**config.mk**
```make
export PLATFORM = sky130hd
export DESIGN_NAME = stopwatch_key_ctrl
export DESIGN_NICKNAME = d
export VERILOG_FILES = /design/src/rtl/stopwatch_pkg.sv /design/src/rtl/sync_2ff.sv /design/src/rtl/stopwatch_key_ctrl.sv
export SDC_FILE = /design/constraint.sdc
export NUM_CORES = 1
export LEC_CHECK = 0
export ABC_CLOCK_PERIOD_IN_PS = 1800
export CORE_MARGIN = 2
export CORE_UTILIZATION = 54
export DETAILED_ROUTE_END_ITERATION = 8
export GPL_ROUTABILITY_DRIVEN = 0
export HOLD_SLACK_MARGIN = 0.05
export PLACE_DENSITY = 0.74
export SLEW_MARGIN = 20
export SYNTH_ARGS = -nofsm -noshare
export SYNTH_HDL_FRONTEND = slang
export SYNTH_SLANG_ARGS = --single-unit
```
**constraint.sdc**
```tcl
create_clock -name clk -period 1.8 [get_ports clk]
set_input_delay 0.36 -clock clk [delete_from_list [all_inputs] [get_ports clk]]
set_output_delay 0.36 -clock clk [all_outputs]
set_load 0.01 [all_outputs]
```
**src/rtl/stopwatch_pkg.sv**
```systemverilog
// Shared stopwatch definitions: key FSM states, default timing and 7-segment digit codes.
package stopwatch_pkg;

    localparam int unsigned CLK_HZ              = 50_000_000;
    localparam int unsigned DEBOUNCE_CYCLES_DEF = CLK_HZ / 50;   // 20 ms
    localparam int unsigned LONG_CYCLES_DEF     = CLK_HZ * 2;    // 2 s
    localparam int unsigned CNT_W_DEF           = 27;

    typedef enum logic [2:0] {
        IDLE,
        PRESS_DB,
        HELD,
        LONG_HELD,
        REL_DB
    } key_state_e;

    // Segment order gfedcba, 1 = segment lit
    localparam logic [6:0] SEG_0     = 7'h3F;
    localparam logic [6:0] SEG_1     = 7'h06;
    localparam logic [6:0] SEG_2     = 7'h5B;
    localparam logic [6:0] SEG_3     = 7'h4F;
    localparam logic [6:0] SEG_4     = 7'h66;
    localparam logic [6:0] SEG_5     = 7'h6D;
    localparam logic [6:0] SEG_6     = 7'h7D;
    localparam logic [6:0] SEG_7     = 7'h07;
    localparam logic [6:0] SEG_8     = 7'h7F;
    localparam logic [6:0] SEG_9     = 7'h6F;
    localparam logic [6:0] SEG_BLANK = 7'h00;

    function automatic logic [6:0] seg7_encode(input logic [3:0] digit);
        logic [6:0] seg;
        seg = SEG_BLANK;
        case (digit)
            4'd0: seg = SEG_0;
            4'd1: seg = SEG_1;
            4'd2: seg = SEG_2;
            4'd3: seg = SEG_3;
            4'd4: seg = SEG_4;
            4'd5: seg = SEG_5;
            4'd6: seg = SEG_6;
            4'd7: seg = SEG_7;
            4'd8: seg = SEG_8;
            4'd9: seg = SEG_9;
            default: seg = SEG_BLANK;
        endcase
        return seg;
    endfunction

endpackage

```
**src/rtl/sync_2ff.sv**
```systemverilog
// Two-flop synchronizer for a single asynchronous input, reset value selectable.
module sync_2ff #(
    parameter bit RST_VAL = 1'b0
) (
    input  logic clk,
    input  logic rst_n,
    input  logic d_i,
    output logic q_o
);

    logic meta_q;
    logic sync_q;

    always_ff @(posedge clk or negedge rst_n) begin
        if (!rst_n) begin
            meta_q <= RST_VAL;
            sync_q <= RST_VAL;
        end else begin
            meta_q <= d_i;
            sync_q <= meta_q;
        end
    end

    assign q_o = sync_q;

endmodule

```
**src/rtl/stopwatch_key_ctrl.sv**
```systemverilog
// Push-button front end: debounced level, run toggle on short press, clear pulse on long press.
// Long-press detection is built only when LONG_PRESS_EN is defined.
module stopwatch_key_ctrl
    import stopwatch_pkg::*;
#(
    parameter int unsigned DEBOUNCE_CYCLES = DEBOUNCE_CYCLES_DEF,
    parameter int unsigned LONG_CYCLES     = LONG_CYCLES_DEF,
    parameter int unsigned CNT_W           = CNT_W_DEF
) (
    input  logic clk,
    input  logic RSTn3,
    input  logic key_n,
    output logic key_level,
    output logic press_pulse,
    output logic clear_pulse,
    output logic run
);

    localparam logic [CNT_W-1:0] DB_LAST = CNT_W'(DEBOUNCE_CYCLES - 1);

    // Counters must hold both terminal counts without wrapping
    if (64'(LONG_CYCLES) >= (64'd1 << CNT_W) || 64'(DEBOUNCE_CYCLES) >= (64'd1 << CNT_W))
    begin : g_cnt_w_chk
        $error("stopwatch_key_ctrl: CNT_W too narrow for the timing parameters");
    end

    logic ks;

    sync_2ff #(.RST_VAL(1'b1)) u_key_sync (
        .clk   (clk),
        .rst_n (RSTn3),
        .d_i   (key_n),
        .q_o   (ks)
    );

    key_state_e       state_q, state_d;
    logic [CNT_W-1:0] db_cnt_q, db_cnt_d;
    logic             key_level_q, key_level_d;
    logic             press_q, press_d;
    logic             run_q, run_d;
`ifdef LONG_PRESS_EN
    localparam logic [CNT_W-1:0] LONG_LAST = CNT_W'(LONG_CYCLES - 1);
    logic [CNT_W-1:0] hold_cnt_q, hold_cnt_d;
    logic             long_flag_q, long_flag_d;
    logic             clear_q, clear_d;
`endif

    always_ff @(posedge clk or negedge RSTn3) begin
        if (!RSTn3) begin
            state_q     <= IDLE;
            db_cnt_q    <= '0;
            key_level_q <= 1'b0;
            press_q     <= 1'b0;
            run_q       <= 1'b0;
`ifdef LONG_PRESS_EN
            hold_cnt_q  <= '0;
            long_flag_q <= 1'b0;
            clear_q     <= 1'b0;
`endif
        end else begin
            state_q     <= state_d;
            db_cnt_q    <= db_cnt_d;
            key_level_q <= key_level_d;
            press_q     <= press_d;
            run_q       <= run_d;
`ifdef LONG_PRESS_EN
            hold_cnt_q  <= hold_cnt_d;
            long_flag_q <= long_flag_d;
            clear_q     <= clear_d;
`endif
        end
    end

    // Next state; pulses default low so each lasts exactly one cycle
    always_comb begin
        state_d     = state_q;
        db_cnt_d    = db_cnt_q;
        key_level_d = key_level_q;
        press_d     = 1'b0;
        run_d       = run_q;
`ifdef LONG_PRESS_EN
        hold_cnt_d  = hold_cnt_q;
        long_flag_d = long_flag_q;
        clear_d     = 1'b0;
`endif
        case (state_q)
            IDLE: begin
                if (!ks) begin
                    state_d  = PRESS_DB;
                    db_cnt_d = '0;
                end
            end
            PRESS_DB: begin
                if (ks) begin
                    state_d  = IDLE;
                    db_cnt_d = '0;
                end else if (db_cnt_q == DB_LAST) begin
                    state_d     = HELD;
                    key_level_d = 1'b1;
                    db_cnt_d    = '0;
`ifdef LONG_PRESS_EN
                    hold_cnt_d  = '0;
`endif
                end else begin
                    db_cnt_d = db_cnt_q + CNT_W'(1);
                end
            end
            HELD: begin
                // A release seen on the threshold cycle takes priority
                if (ks) begin
                    state_d     = REL_DB;
                    db_cnt_d    = '0;
`ifdef LONG_PRESS_EN
                    long_flag_d = 1'b0;
                end else if (hold_cnt_q == LONG_LAST) begin
                    state_d = LONG_HELD;
                    clear_d = 1'b1;
                    run_d   = 1'b0;
                end else begin
                    hold_cnt_d = hold_cnt_q + CNT_W'(1);
`endif
                end
            end
`ifdef LONG_PRESS_EN
            LONG_HELD: begin
                if (ks) begin
                    state_d     = REL_DB;
                    long_flag_d = 1'b1;
                    db_cnt_d    = '0;
                end
            end
`endif
            REL_DB: begin
                if (!ks) begin
                    state_d  = HELD;
                    db_cnt_d = '0;
`ifdef LONG_PRESS_EN
                    if (long_flag_q) begin
                        state_d = LONG_HELD;
                    end
`endif
                end else if (db_cnt_q == DB_LAST) begin
                    state_d     = IDLE;
                    key_level_d = 1'b0;
                    db_cnt_d    = '0;
`ifdef LONG_PRESS_EN
                    if (!long_flag_q) begin
                        press_d = 1'b1;
                        run_d   = ~run_q;
                    end
`else
                    press_d = 1'b1;
                    run_d   = ~run_q;
`endif
                end else begin
                    db_cnt_d = db_cnt_q + CNT_W'(1);
                end
            end
            default: begin
                state_d  = IDLE;
                db_cnt_d = '0;
            end
        endcase
    end

    assign key_level   = key_level_q;
    assign press_pulse = press_q;
    assign run         = run_q;
`ifdef LONG_PRESS_EN
    assign clear_pulse = clear_q;
`else
    assign clear_pulse = 1'b0;
`endif

endmodule

```
After elaboration in Yosys (flattened, before gate mapping)
Index checks and enable logic that the tools add are counted.
Word-level totals
  flip-flop bits (word level): 35
  output and inout port bits: 4
Operators by class
  mux-type cells: 21
  reduce and logical (&&, ||, !) cells: 6
  bitwise operators: 1
  add/sub/neg operators: 1
  equal/unequal tests: 12
Operators with widths (number)
  $mux 27: 5
  $pmux 27 s4: 1
  $add 27x1->27 const B: 1
  $eq 27x20->1 const B: 1
  $mux 3: 6
  $pmux 3 s4: 1
  $ne 2x2->1 const B: 4
  $mux 1: 7
  $reduce_and 5->1: 1
  $ne 2x1->1 const B: 2
  $reduce_and 4->1: 1
  $eq 3x1->1 const B: 1
  $eq 3x2->1 const B: 1
  $eq 3x3->1 const B: 1
  $logic_not 3->1: 1
  $ne 3x2->1 const B: 1
  $ne 3x3->1 const B: 1
  $reduce_and 3->1: 1
  $pmux 1 s2: 1
  $reduce_and 2->1: 1
  $reduce_bool 2->1: 1
  $not 1->1: 1

Longest topological paths before layout
Gate-level depths: netlist (run 1).
  word-level depth: 4
  gate-level depth with buffers: 8
  mapped depth without buffers: 6

Cells and area by module
From an unflattened synthesis (run 1), not the netlist that was laid out.
Second synthesis, totals
  cell total of the unflattened synthesis: 235
  area total of the unflattened synthesis: 2140.8 sq um
By module, submodules not included
  stopwatch_key_ctrl: cells each 233, seq. area each 825.8 sq um, instances 1, area an instance 2088.3 sq um
  sync_2ff: cells each 2, seq. area each 52.6 sq um, instances 1, area an instance 52.6 sq um

Worst setup path after synthesis (run 1)
No wires, ideal clock.
  kind: flip-flop to flip-flop
  start: reg u_key_sync.sync_q, in the netlist u_key_sync.q_o
  end: reg db_cnt_q[10]
  setup slack: -0.075 ns
  setup time: 0.121 ns
  data required time: 1.679 ns
  arrival: 1.754 ns
  stages on the path, launching flop included: 7
  clock period less this slack: 1.875 ns
  path through: dfstp_2 -> clkbuf_1 -> xor2_1 -> a211oi_1 -> and4_2 -> xnor2_1 -> nor2_1
Between the ends
  cells in the longest elaborated chain, start to end: 2
  elaborated cells on any way between the ends: 6
Ends and longest elaborated chain
  start, declared: RTL line sync_2ff.sv:12  | logic sync_q;
  start signal, assigned: RTL line sync_2ff.sv:20  | sync_q <= meta_q;
  $mux 27 (tied with other cells): RTL line stopwatch_key_ctrl.sv:134  | if (!ks) begin
  $pmux 27 s4 / $reduce_and 2->1 (equally long branches)
  end signal, assigned: RTL line stopwatch_key_ctrl.sv:62  | db_cnt_q <= db_cnt_d;
  end, declared: RTL line stopwatch_key_ctrl.sv:37  | logic [CNT_W-1:0] db_cnt_q, db_cnt_d;
Several ways; a longest one is shown, not always the timed one.
A chain may end at the register's enable or synchronous reset.

Worst setup path after layout (run 1)
  start: reg db_cnt_q[8]
  end: reg db_cnt_q[18]
Between the ends
  cells in the longest elaborated chain, start to end: 4
  elaborated cells on any way between the ends: 6
Ends and longest elaborated chain
  $add 27x1->27 / $eq 27x20->1 (equally long branches)
  $mux 27 (*): RTL line stopwatch_key_ctrl.sv:97, stopwatch_key_ctrl.sv:142
  $mux 27 (on tied branches): RTL line stopwatch_key_ctrl.sv:134, stopwatch_key_ctrl.sv:94
  $pmux 27 s4 (*): RTL line stopwatch_key_ctrl.sv:86  | case (state_q)
Every way passes the cells marked *; elsewhere a longest branch is shown, timed or not.

==> results of run 1 <==
repair_timing:
item / 4_1_cts / 5_1_grt
resized for setup: 24 / 9
hold endpoints to repair: 0 / 0
setup endpoints to repair: 27 / 27
buffers inserted: 3 / 7
pin swaps: 10 / 6
power breakdown:
| group | switching, uW | leakage (uW) | total (uW) | internal, uW |
|---|---|---|---|---|
| Sequential | 7.36 | 0.000475 | 803 | 795 |
| Combinational | 55.6 | 0.000611 | 94.1 | 38.5 |
| Clock | 258 | 0.0000386 | 488 | 230 |
| Total | 321 | 0.00112 | 1380 | 1060 |
kinds of logic (layout without fill, tap and decap cells):
kind of cell	count (synthesis)	in the layout	synth area share
other cells	1	1	0.001990
fa+ha+maj	1	1	0.006639
xor+xnor	26	26	0.1209
flops	35	35	0.4661
simple gates	100	100	0.2902
compound gates	15	15	0.05445
buf+inv	16	61	0.04847
mux	2	2	0.01129
metal layers:
layer / share of wire / vias to the layer above / routed length [um]
li1: - / 755 / -
met4: 0.019 / 0 / 85
met5: 0 / - / 0
met3: 0.032 / 10 / 144
met2: 0.52 / 30 / 2322
met1: 0.43 / 802 / 1917
through the flow:
| step | cells | hold WS [ns] | TNS, ns |
|---|---|---|---|
| 3_5_place_dp | 269 | 0.3473 | -5.242 |
| 5_1_grt | 287 | 0.3718 | -2.625 |
| 4_1_cts | 280 | 0.3634 | -0.05386 |
| 2_1_floorplan | 196 | 0.06441 | -0.02067 |
| 3_3_place_gp | 269 | 0.3459 | -3.820 |
| 6_report | 287 | 0.3621 | -0.5661 |
registers in the layout (all words and copies together), names as in the netlist:
signal	flops
db_cnt_q	27
key_level	1
press_pulse	1
run	1
state_q	3
u_key_sync.meta_q	1
u_key_sync.q_o	1
cell usage after synthesis (3+ instances only):
| cell type | n | area (um2) |
|---|---|---|
| and4_1 | 3 | 26.28 |
| dfrtp_1 | 33 | 825.8 |
| nor2_1 | 31 | 116.4 |
| nor3_1 | 11 | 55.05 |
| nor4_1 | 4 | 25.02 |
| nand2_1 | 17 | 63.81 |
| a21o_1 | 3 | 22.52 |
| clkbuf_1 | 3 | 11.26 |
| nand3_1 | 8 | 40.04 |
| buf_6 | 3 | 33.78 |
| nand4_1 | 6 | 37.54 |
| inv_1 | 7 | 26.28 |
| o21ai_0 | 4 | 20.02 |
| xnor2_1 | 18 | 157.7 |
| xor2_1 | 8 | 70.07 |
| nor2b_1 | 4 | 25.02 |
final cells by class:
class / count / area share
flip-flops and latches: 35 / 0.3554
well taps: 46 / 0.02322
inverters: 7 / 0.01060
clock buffers: 8 / 0.02776
multi-input cells: 145 / 0.4230
repair buffers: 46 / 0.1600
worst paths after layout:
check / start / end / slack, ns / cells after the start
worst max-delay path: db_cnt_q[8] / db_cnt_q[18] / -0.06 / 6
worst min-delay path: u_key_sync.meta_q / u_key_sync.q_o / 0.36 / 0
worst max register to register: db_cnt_q[8] / db_cnt_q[18] / -0.06 / 6
worst min register to register: u_key_sync.meta_q / u_key_sync.q_o / 0.36 / 0
max in group asynchronous: RSTn3 / db_cnt_q[8] / 1.04 / 2
min in group asynchronous: RSTn3 / state_q[1] / 0.42 / 2
placed cells by master (no fill, tap or decap), types with 3 or more instances in the layout:
| master | instances |
|---|---|
| xor2_1 | 8 |
| buf_4 | 35 |
| inv_1 | 7 |
| and4_1 | 3 |
| nor2_1 | 30 |
| clkdlybuf4s50_1 | 5 |
| nand3_1 | 8 |
| nor3_2 | 4 |
| nand2_1 | 17 |
| clkbuf_4 | 5 |
| nor3_1 | 4 |
| dfrtp_1 | 31 |
| nor3_4 | 3 |
| buf_6 | 3 |
| nor2b_1 | 4 |
| xnor2_1 | 18 |
| o21ai_1 | 3 |
| nand4_1 | 6 |
| nor4_4 | 4 |
==> results.tsv, run 1 <==
stage	metric	value	unit
route	wire_per_inst	15.57	um
grt	overflow	0	
route	firstDrtPassIters	4	
logic_synthesis	synthCells	196	
floorplanning	die-area	3978	um2
final_layout	drive_gt1_frac	0.3195	
grt	grtUsageMet2	0.4056	
floorplanning	start_util	0.5647	
clock_tree	cts.sinks	35	
final_layout	final_util	0.7428	
setup_path	critPathMaxFanout	7	
route	drtIter0Drc	116	
logic_synthesis	synth_edf_count	0	
grt	grt_max_degree	36	
min_path	hold_class	flop to flop	
setup_path	path_cells	nand4_4 > or4_4 > buf_6 > nor3_4 > xnor2_1 > nor2_1	
route	ant_nets	0	
placed_design	place_area	2166	um2
clock_tree	worst_skew_pair.late_latency	0.33	ns
setup_path	critPathKind	flop to flop	
floorplanning	rows	21	
route	wl	4469	um
grt	use_met3	0.05893	
timing	setup_viol	26	
grt	grt_pass1_vias	1608	
power	powerDensity	558.5	nW/um2
clock_tree	clkSlewWorstSetupHoldPaths	0.11	ns
clock_tree	tritoncts	done	
clock_tree	clockRootBuffer	clkbuf_4	
placed_design	hpwl	2958	um
grt	grt_pass1_wl	7238	um
status	violations	negative setup slack	
floorplanning	die_w	63.07	um
status	outcome	finished, violations left	
timing	rsz0062_at_grt	true	
setup_path	start_kind	flop	
final_layout	diodes	0	
final_layout	fillCellCount	229	
placed_design	place.port_buffers	5	
clock_tree	cts_hold_buf	0	
power	ir_drop	373.7	uV
clock_tree	cts_buffers	5	
logic_synthesis	ys_types	41	
route	vias	1597	
logic_synthesis	yosysWarnings	0	
timing	slew_viol_final	0	
timing	skew	0.01307	ns
setup_path	crit_buf_inv	1	
logic_synthesis	synth.yosys.seq_area_share	0.4661	
final_layout	fin_nets	244	
timing	fin_crit	1.864	ns
clock_tree	clock_path_buffers	2	
logic_synthesis	syn_area	1884	um2
setup_path	max_stage_delay	0.64	ns
grt	antenna_found_initial	0	
final_layout	seq_area	880.8	um2
setup_path	cp_slowest_cell	or4_4	
logic_synthesis	ys_ff_latch	35	
power	total_power	1384	uW
power	p_leak	0.001124	uW
grt	gr-usage-met1	0.2859	
logic_synthesis	async_flop_share	1.000	
setup_path	crit_family	simple AND/OR/NAND/NOR gates	
clock_tree	htreeDepth	2	
logic_synthesis	synth_fp_nets	200	
route	vias_per_cell	5.564	
timing	clock.fmax	536.4	MHz
setup_path	cp_data_required_time	2.02	ns
final_layout	multi_input_area	1049	um2
timing	final_critical_path_setup_slack	-0.06442	ns
floorplanning	die_h	63.07	um
floorplanning	core_area	3337	um2
timing	finalHoldViolCount	0	
setup_path	critPathCaptureType	flop	
floorplanning	top_level_ports	7	
grt	top_usage_layer	met2	
placed_design	dp_slack	-0.2229	ns
route	drc_errors	0	
logic_synthesis	synth_area_per_cell	9.614	um2
logic_synthesis	synth_flop_cell	dfrtp_1	
final_layout	fin_area	2479	um2
timing	period_share	1.036	
grt	grtUsageTotal	0.2336	
final_layout	syn_to_final_growth	31.54	%
job	max-cap-violations	0	
setup_path	crit_arrival	2.09	ns
(Power assumes the default switching activity.)
==> inputs of run 2 (changes only) <==
--- a/config.mk
+++ b/config.mk
@@ -6,8 +6,11 @@
 export NUM_CORES = 1
 export LEC_CHECK = 0
 export ABC_CLOCK_PERIOD_IN_PS = 1800
+export CELL_PAD_IN_SITES_DETAIL_PLACEMENT = 2
+export CELL_PAD_IN_SITES_GLOBAL_PLACEMENT = 2
+export CORE_ASPECT_RATIO = 1.75
 export CORE_MARGIN = 2
-export CORE_UTILIZATION = 54
+export CORE_UTILIZATION = 35
 export DETAILED_ROUTE_END_ITERATION = 8
 export GPL_ROUTABILITY_DRIVEN = 0
 export HOLD_SLACK_MARGIN = 0.05
==> run 2 against run 1 <==
  * The run still ends with negative setup slack left
  * Critical path depth unchanged
  * Sequential share of layout area down 3.6 points
  * Cell area increased by 11%
  * Final cell count up 7.7%
  * Die area up 51%
  * First-iteration DRC count down 60%
  * Total power rose by 20%
  * Core utilization shrank 21 points
  * Critical path type unchanged
  * Largest cell class unchanged
==> results.tsv, run 2 (same netlist as run 1, synthesis figures left out) <==
stage	metric	value	unit	change
final_layout	final_cell_mix	buf_4, dfrtp_1, nand2_1, xnor2_1, nor2_4		
grt	grt_pass1_wl	10990	um	+52%
status	outcome	finished, violations left		
grt	grt_max_degree	36		unchanged
timing	slew_viol_final	0		unchanged
power	p_sw_frac	0.2416		+0.01001
route	vias	1703		+6.6%
final_layout	final_common_cell	buf_4		
final_layout	reg_top3	db_cnt_q (27), state_q (3)		
clock_tree	worst_skew_pair.late_latency	0.29	ns	-0.04 ns
floorplanning	rows	35		+67%
job	max-cap-violations	0		unchanged
placed_design	place.port_buffers	5		unchanged
route	drc_errors	0		unchanged
timing	setup-tns-final	-2.536	ns	-1.970 ns
setup_path	cp_data_required_time	1.96	ns	-0.06 ns
final_layout	stdcell_count	309		+7.7%
clock_tree	clockRootBuffer	clkbuf_8		
power	ir_drop	586.9	uV	+57%
grt	grt_pass1_vias	2034		+26%
power	clkPwrFrac	0.435		+0.083
setup_path	critPathCaptureType	flop		
final_layout	largest_register_ffs	27		unchanged
floorplanning	top_level_ports	7		unchanged
power	combinationalPowerShare	0.083		+0.015
placed_design	dp_slack	-0.2261	ns	-0.003168 ns
timing	skew	0.005025	ns	-0.008048 ns
final_layout	diodes	0		unchanged
placed_design	dp.cells	285		+5.9%
floorplanning	core_area	5211	um2	+56%
timing	finalHoldViolCount	0		unchanged
clock_tree	clkSlewWorstSetupHoldPaths	0.08	ns	-0.03 ns
clock_tree	cts.sinks	35		unchanged
status	violations	negative setup slack		
power	powerDensity	603.5	nW/um2	+8.1%
clock_tree	clock_path_buffers	2		unchanged
floorplanning	start_util	0.3616		-0.2031
clock_tree	htreeDepth	2		unchanged
grt	overflow	0		unchanged
timing	rsz0062_at_grt	true		
final_layout	fin_nets	257		+5.3%
power	p_int	1262	uW	+19%
setup_path	critPathMaxFanout	7		unchanged
timing	setup_viol	30		+15%
min_path	hold_class	flop to flop		
floorplanning	die-area	6010	um2	+51%
timing	fin_crit	2.004	ns	+0.1400 ns
timing	clock.fmax	498.9	MHz	-7.0%
clock_tree	tritoncts	done		
floorplanning	die_w	59.47	um	-5.7%
final_layout	syn_to_final_growth	46.35	%	
route	wire_per_inst	23.81	um	+53%
floorplanning	die_h	101.1	um	+60%
grt	antenna_found_initial	0		unchanged
power	p_switching	402.0	uW	+25%
route	drtIter0Drc	46		-60%
route	vias_per_cell	5.511		-0.95%
power	p_leak	0.001175	uW	+4.5%
final_layout	top_register	db_cnt_q		
grt	grtUsageTotal	0.2537		+0.02006
final_layout	drive_gt1_frac	0.4291		+0.1096
placed_design	hpwl	4456	um	+51%
final_layout	fin_area	2758	um2	+11%
route	ant_nets	0		unchanged
setup_path	start_kind	flop		
timing	final_critical_path_setup_slack	-0.2044	ns	-0.1400 ns
timing	period_share	1.114		+0.07778
clock_tree	cts_buffers	5		unchanged
placed_design	place_area	2242	um2	+3.5%
route	wl	7356	um	+65%
power	pwr-share-seq	0.482		-0.098
route	firstDrtPassIters	4		unchanged
setup_path	critPathKind	flop to flop		
setup_path	crit_arrival	2.17	ns	+0.08 ns
[run 2: cell count changes in the layout (fill, tap and decap cells not counted), sizes merged]
cell    before  now
buf         41   54
clkbuf       8    5
clkinv       0    2
bufinv       0    1
[run 2: worst paths after layout]
check | to | cells after the start | startpoint | slack, ns
worst min register to register | u_key_sync.q_o | 0 | u_key_sync.meta_q | 0.36
max in group asynchronous | u_key_sync.q_o | 2 | RSTn3 | 1.09
min in group asynchronous | db_cnt_q[1] | 2 | RSTn3 | 0.44
worst max-delay path | db_cnt_q[23] | 6 | db_cnt_q[8] | -0.20
worst max register to register | db_cnt_q[23] | 6 | db_cnt_q[8] | -0.20
worst min-delay path | u_key_sync.q_o | 0 | u_key_sync.meta_q | 0.36
[run 2: routing by layer]
| metal | vias up | wire (um) | global-route usage |
|---|---|---|---|
| met5 | - | 0 | 0 |
| met4 | 0 | 264 | 0.08566 |
| met1 | 876 | 2493 | 0.2452 |
| met3 | 19 | 109 | 0.02696 |
| li1 | 781 | - | - |
| met2 | 27 | 4488 | 0.5156 |
[run 2: cell type report]
type                       count  area (um2)
timing repair buffer          59       515.5
clock buffer                   5       68.82
inverter                       7       26.28
fill                         524        2454
multi-input combinational    145        1155
sequential                    35       879.6
tap                           55       68.82
clock inverter                 3       43.79
[run 2: through the flow]
stage | hold slack, ns | utilization | power [uW]
after global placement | 0.3505 | 0.4303 | 905.5
final | 0.3608 | 0.5292 | 1664
after floorplan | 0.06441 | - | 862.7
after global routing | 0.3642 | 0.5292 | 1719
after detailed placement | 0.3524 | 0.4303 | 912.9
after CTS | 0.3639 | 0.4879 | 1653
[run 2: worst max-delay path, stage by stage (launching register included)]
cell and delay [ns]:
dfrtp_1 0.44, nand4_2 0.13, or4_4 0.63, buf_12 0.17, nor4_4 0.20, xnor2_1 0.20, nor2_1 0.11
[run 2: repair_timing]
action	4_1_cts	5_1_grt
setup endpoints to repair	27	32
gates resized for setup	19	50
pin swaps	13	18
cloned	2	0
setup buffers	11	3
hold buffers	0	0
[run 2: power groups by stage]
stage | Sequential, uW | Combinational (uW) | Clock, uW
finish | 802 | 138 | 724
global route | 803 | 148 | 769
CTS | 802 | 112 | 739
detailed placement | 818 | 95.1 | 0
global placement | 817 | 88.7 | 0
floorplan | 816 | 47.2 | 0
==> inputs of run 3 (changes only) <==
--- a/config.mk
+++ b/config.mk
@@ -15,6 +15,7 @@
 export GPL_ROUTABILITY_DRIVEN = 0
 export HOLD_SLACK_MARGIN = 0.05
 export PLACE_DENSITY = 0.74
+export SETUP_SLACK_MARGIN = 0.05
 export SLEW_MARGIN = 20
 export SYNTH_ARGS = -nofsm -noshare
 export SYNTH_HDL_FRONTEND = slang
==> run 3 against run 2 <==
  * The flow still finishes with violations (negative setup slack)
  * Critical path depth rose by 2
  * Cell area rose by 2.4%
  * Die area did not move
  * First-iteration DRC count rose by 57%
==> results.tsv, run 3 (same netlist as run 1, synthesis figures left out) <==
stage	metric	value	unit	change
status	outcome	finished, violations left		
status	violations	negative setup slack		
setup_path	cp_data_required_time	1.99	ns	+0.03 ns
route	wire_per_inst	27.14	um	+14%
power	ir_drop	618.9	uV	+5.5%
timing	period_share	1.101		-0.01289
route	wl	8333	um	+13%
clock_tree	htreeDepth	2		unchanged
timing	clock.fmax	504.7	MHz	+1.2%
setup_path	start_kind	flop		
clock_tree	clockRootBuffer	clkbuf_8		
grt	antenna_found_initial	0		unchanged
final_layout	drive_gt1_frac	0.4762		+0.04706
clock_tree	cts_buffers	5		unchanged
grt	grt_max_degree	36		unchanged
setup_path	crit_arrival	2.17	ns	about the same
final_layout	fin_nets	255		-0.78%
setup_path	crit_top_cell	buf_4		
grt	grt_pass1_wl	11560	um	+5.2%
setup_path	crit_family	buffers and inverters		
grt	overflow	0		unchanged
placed_design	dp.cells	287		+0.70%
job	max-cap-violations	0		unchanged
floorplanning	die-area	6010	um2	unchanged
route	drc_errors	0		unchanged
final_layout	syn_to_final_growth	49.80	%	
route	vias_per_cell	5.772		+4.7%
placed_design	hpwl	4458	um	about the same
clock_tree	cts.sinks	35		unchanged
floorplanning	start_util	0.3616		unchanged
clock_tree	tritoncts	done		
clock_tree	clock_path_buffers	2		unchanged
route	drtIter0Drc	72		+57%
timing	fin_crit	1.981	ns	-0.02320 ns
power	total_power	1704	uW	+2.4%
final_layout	final_common_cell	buf_4		
timing	final_critical_path_setup_slack	-0.1812	ns	+0.02319 ns
timing	slew_viol_final	0		unchanged
timing	rsz0062_at_grt	true		
final_layout	final_cell_mix	buf_4, dfrtp_1, nand2_1, nor2_1, xnor2_1		
placed_design	place.port_buffers	5		unchanged
floorplanning	rows	35		unchanged
route	vias	1772		+4.1%
setup_path	max_stage_delay	0.46	ns	-0.17 ns
clock_tree	worst_skew_pair.late_latency	0.31	ns	+0.02 ns
power	p_leak	0.001239	uW	+5.5%
floorplanning	core_area	5211	um2	unchanged
timing	setup_viol	29		-3.3%
final_layout	stdcell_count	307		-0.65%
final_layout	reg_top3	db_cnt_q (27), state_q (3)		
timing	skew	0.007296	ns	+0.002271 ns
final_layout	largest_register_ffs	27		unchanged
floorplanning	die_w	59.47	um	unchanged
setup_path	critPathCaptureType	flop		
final_layout	top_register	db_cnt_q		
setup_path	critPathKind	flop to flop		
grt	grt_pass1_vias	2052		+0.88%
floorplanning	top_level_ports	7		unchanged
final_layout	diodes	0		unchanged
setup_path	cp_slowest_cell	dfrtp_2		
route	ant_nets	0		unchanged
setup_path	path_cells	nor4_2 > buf_4 > nand4_1 > buf_4 > o211ai_1 > buf_4 > a21o_1 > o21ai_1		
floorplanning	die_h	101.1	um	unchanged
final_layout	final_util	0.5417		+0.01249
timing	finalHoldViolCount	0		unchanged
setup_path	crit_buf_inv	3		+2
clock_tree	clkSlewWorstSetupHoldPaths	0.08	ns	about the same
grt	grtUsageTotal	0.2733		+0.01959
power	powerDensity	603.8	nW/um2	about the same
setup_path	critPathMaxFanout	3		-4
route	firstDrtPassIters	4		unchanged
min_path	hold_class	flop to flop		
[run 3: repair_timing]
item                       4_1_cts  5_1_grt
hold buffers                     0        0
setup endpoints to repair       32       31
cloned                           2        0
gates resized for setup         53       23
buffers inserted                 5        6
pin swaps                       21       12
[run 3: area by class of cell]
class | count | area (um2)
fillers | 518 | 2389
multi-input cells | 146 | 1242
flip-flops and latches | 35 | 882.1
repair buffers | 56 | 490.5
clock buffers | 5 | 68.82
well taps | 55 | 68.82
clock inverters | 3 | 43.79
inverters | 7 | 26.28
[run 3: per-layer routing]
metal,wire [um],up-vias,GRT usage,part of all wire
li1,-,781,-,-
met1,2937,907,0.2791,0.35
met2,4756,55,0.5106,0.57
met3,266,29,0.04621,0.032
met4,373,0,0.1294,0.045
met5,0,-,0,0
[run 3: power by group]
part | internal [uW] | switching [uW] | total, uW
sequential | 795 | 7.24 | 802
combinational | 67.2 | 89.7 | 157
clock | 412 | 333 | 745
[run 3: stage by stage]
stage / worst slack [ns] / cell area (um2) / hold WS, ns / setup TNS [ns]
2_1_floorplan: 0.02596 / 1903 / 0.06441 / 0
3_3_place_gp: -0.1979 / 2277 / 0.3495 / -4.070
3_5_place_dp: -0.3402 / 2277 / 0.3498 / -7.880
4_1_cts: -0.08293 / 2706 / 0.3612 / -0.5788
5_1_grt: -0.2625 / 2823 / 0.3744 / -4.620
6_report: -0.1812 / 2823 / 0.3730 / -2.298
[run 3: worst paths after layout]
check                                  start           endpoint  slack, ns  cells past startpoint
max in group asynchronous              RSTn3  u_key_sync.meta_q       1.12                      2
hold reg to reg            u_key_sync.meta_q     u_key_sync.q_o       0.37                      0
hold / removal             u_key_sync.meta_q     u_key_sync.q_o       0.37                      0
setup reg to reg                db_cnt_q[10]       db_cnt_q[14]      -0.18                      8
min in group asynchronous              RSTn3       db_cnt_q[12]       0.43                      2
setup / recovery                db_cnt_q[10]       db_cnt_q[14]      -0.18                      8
[run 3: worst reg2reg max path, delay by kind of cell, from the launching register on]
kind / cells / cell delay (ns)
AOI/OAI and AO/OA: 3 / 0.41
buffers and inverters: 3 / 0.54
DFF: 1 / 0.46
and+or+nand+nor: 2 / 0.45
==> edit: new RTL, config.mk and constraints of run 2 <==
Put one more register stage on the output `key_level`, without a reset. The value now appears one clock later. The other outputs are not delayed to match.
--- a/src/rtl/stopwatch_key_ctrl.sv
+++ b/src/rtl/stopwatch_key_ctrl.sv
@@ -163,7 +163,9 @@
         endcase
     end
 
-    assign key_level   = key_level_q;
+    always_ff @(posedge clk) begin
+        key_level <= key_level_q;
+    end
     assign press_pulse = press_q;
     assign run         = run_q;
 `ifdef LONG_PRESS_EN
Check against the original RTL: same outputs for any inputs over 10 cycles, from zero or initial values and one cycle with RSTn3 low; that may be too few to reach the edited logic, so the function may still have changed.
==> edit against run 2 <==
The run still ends with setup timing left. Utilization up 3.0 points. Setup slack lost 7.2 ps. Hold slack improved by 10 ps. Die area is 9.8% higher. Sequential cell count rose by 1. Total power is 10% higher. Design area rose by 18%. Synthesized area is 10% higher. Routed wire length up 45%. Largest power group unchanged. Highest routed layer unchanged.
==> edit: results (changes against run 2) <==
[status]
outcome = complete, but fails checks
violations = setup timing

[synth]
synth_area_leaders = dfrtp_1, a21oi_1, mux2i_1
synth_common_cells = dfrtp_1, a21oi_1, nand2_1
yosysUniqueCellTypes = 51  ; +24%
yosysSeqAreaShare_pct = 43.20  ; -3.4 points
yosysWarnings = 0  ; unchanged
synth_flop_cell = dfrtp_1
async_reset_ff_share_pct = 97.22  ; -2.8 points
syn-num-nets = 222  ; +11%

[final_layout]
diodes = 0  ; unchanged
reg_top3 = db_cnt_q x27, state_q x3
nets = 293  ; +14%
drive_gt1_share_pct = 49.66  ; +6.7 points

[place]
port_buffers = 5  ; unchanged
dp.final_hpwl_mm = 5.551  ; +25%

[worst_setup_path]
path_max_fanout = 20  ; +13
cp_data_arrival_time_ps = 2190  ; +20 ps

[global_route]
grt_usage_pct = 28.96  ; +3.6 points
grt_use_met2_pct = 52.87  ; +1.3 points
grt_max_degree = 36  ; unchanged
grt_use_met3_pct = 4.233  ; +1.5 points
use_met1_pct = 31.14  ; +6.6 points
grt_pass1_vias = 2478  ; +22%
grt_antenna_before_repair = 0  ; unchanged
grt_first_pass_wirelength_mm = 14.25  ; +30%

[power]
leakagePower_nw = 1.380  ; +17%
vdd_drop_max_mv = 0.6197  ; +5.6%

[clocking]
clockBufferDepth = 2  ; unchanged
root_buffer = clkbuf_8
cts_buffers = 5  ; unchanged
clkTransAtPathRegs_ps = 80  ; about the same
htree_levels = 2  ; unchanged
clk_latency_ps = 310  ; +20 ps

[drt]
ant_nets = 0  ; unchanged
via_per_inst = 5.992  ; +8.7%
firstDrtPassIters = 4  ; unchanged
drt_wl_total_mm = 10.65  ; +45%
drt_iter0_drc = 126  ; +170%

[timing]
setup_violations = 32  ; +6.7%
hold_viol_final = 0  ; unchanged
fin_ws_ps = -211.7  ; -7.249 ps
finClkSkew_ps = 13.24  ; +8.217 ps

[worst_hold_path]
min_path_type = reg2reg

## edit: final cells by class
cell class                 instances  area [sq um]
sequential                        36         899.6
tap                               78         97.59
multi-input combinational        164          1436
clock inverter                     1         30.03
timing repair buffer              77         683.2
clock buffer                       7         96.34
fill                             595          2571
inverter                           5         18.77
## edit: power by group
part	switching [W]	internal, W
clock network	0.000330	0.000489
registers	0.00000881	0.000817
logic	0.000112	0.0000790
## edit: worst max-delay path: stages, from the launching register on
cell and delay (ps):
dfrtp_1 440, nor4b_2 500, and4_4 380, a21oi_4 110, buf_12 180, a21oi_1 210, a31oi_1 70
## edit: path summary, 6_finish.rpt
check                           cells past startpoint                         from  slack [ps]                     endpoint
max in group asynchronous                           2                        RSTn3        1130  u_key_sync.meta_q$_DFF_PN1_
worst max register to register                      6     db_cnt_q[15]$_DFFE_PN0P_        -210     db_cnt_q[18]$_DFFE_PN0P_
worst max-delay path                                6     db_cnt_q[15]$_DFFE_PN0P_        -210     db_cnt_q[18]$_DFFE_PN0P_
worst min register to register                      0  u_key_sync.meta_q$_DFF_PN1_         370     u_key_sync.q_o$_DFF_PN1_
min in group asynchronous                           2                        RSTn3         420      db_cnt_q[5]$_DFFE_PN0P_
worst min-delay path                                0  u_key_sync.meta_q$_DFF_PN1_         370     u_key_sync.q_o$_DFF_PN1_
## edit: logic make-up after synthesis
group	count (synthesis)	synth area share (%)
compound gates	57	16.43
xor+xnor	3	1.264
fa+ha+maj	1	0.6016
buf+inv	18	5.595
flops	36	43.20
mux	9	4.392
other cells	1	0.1803
simple gates	93	28.34
## edit: metrics by stage
step	setup slack (ps)	TNS, ps	instances	area, sq um
2_1_floorplan	-25.97	-25.97	218	2101
3_3_place_gp	-152.0	-560.7	338	2539
3_5_place_dp	-384.8	-4077	338	2539
4_1_cts	-62.08	-330.6	358	2897
5_1_grt	-279.0	-6167	368	3262
6_report	-211.7	-4401	368	3262
## edit: timing repair
item                       CTS  global route
pin swaps                   18            16
resized for setup           29            69
buffers inserted            12            12
gates cloned                 1             0
setup endpoints to repair   32            33
## edit: metal layers
layer	up-vias	share of wire, %
li1	974	-
met3	28	2.3
met1	1152	39
met5	-	0
met4	0	5.1
met2	51	54
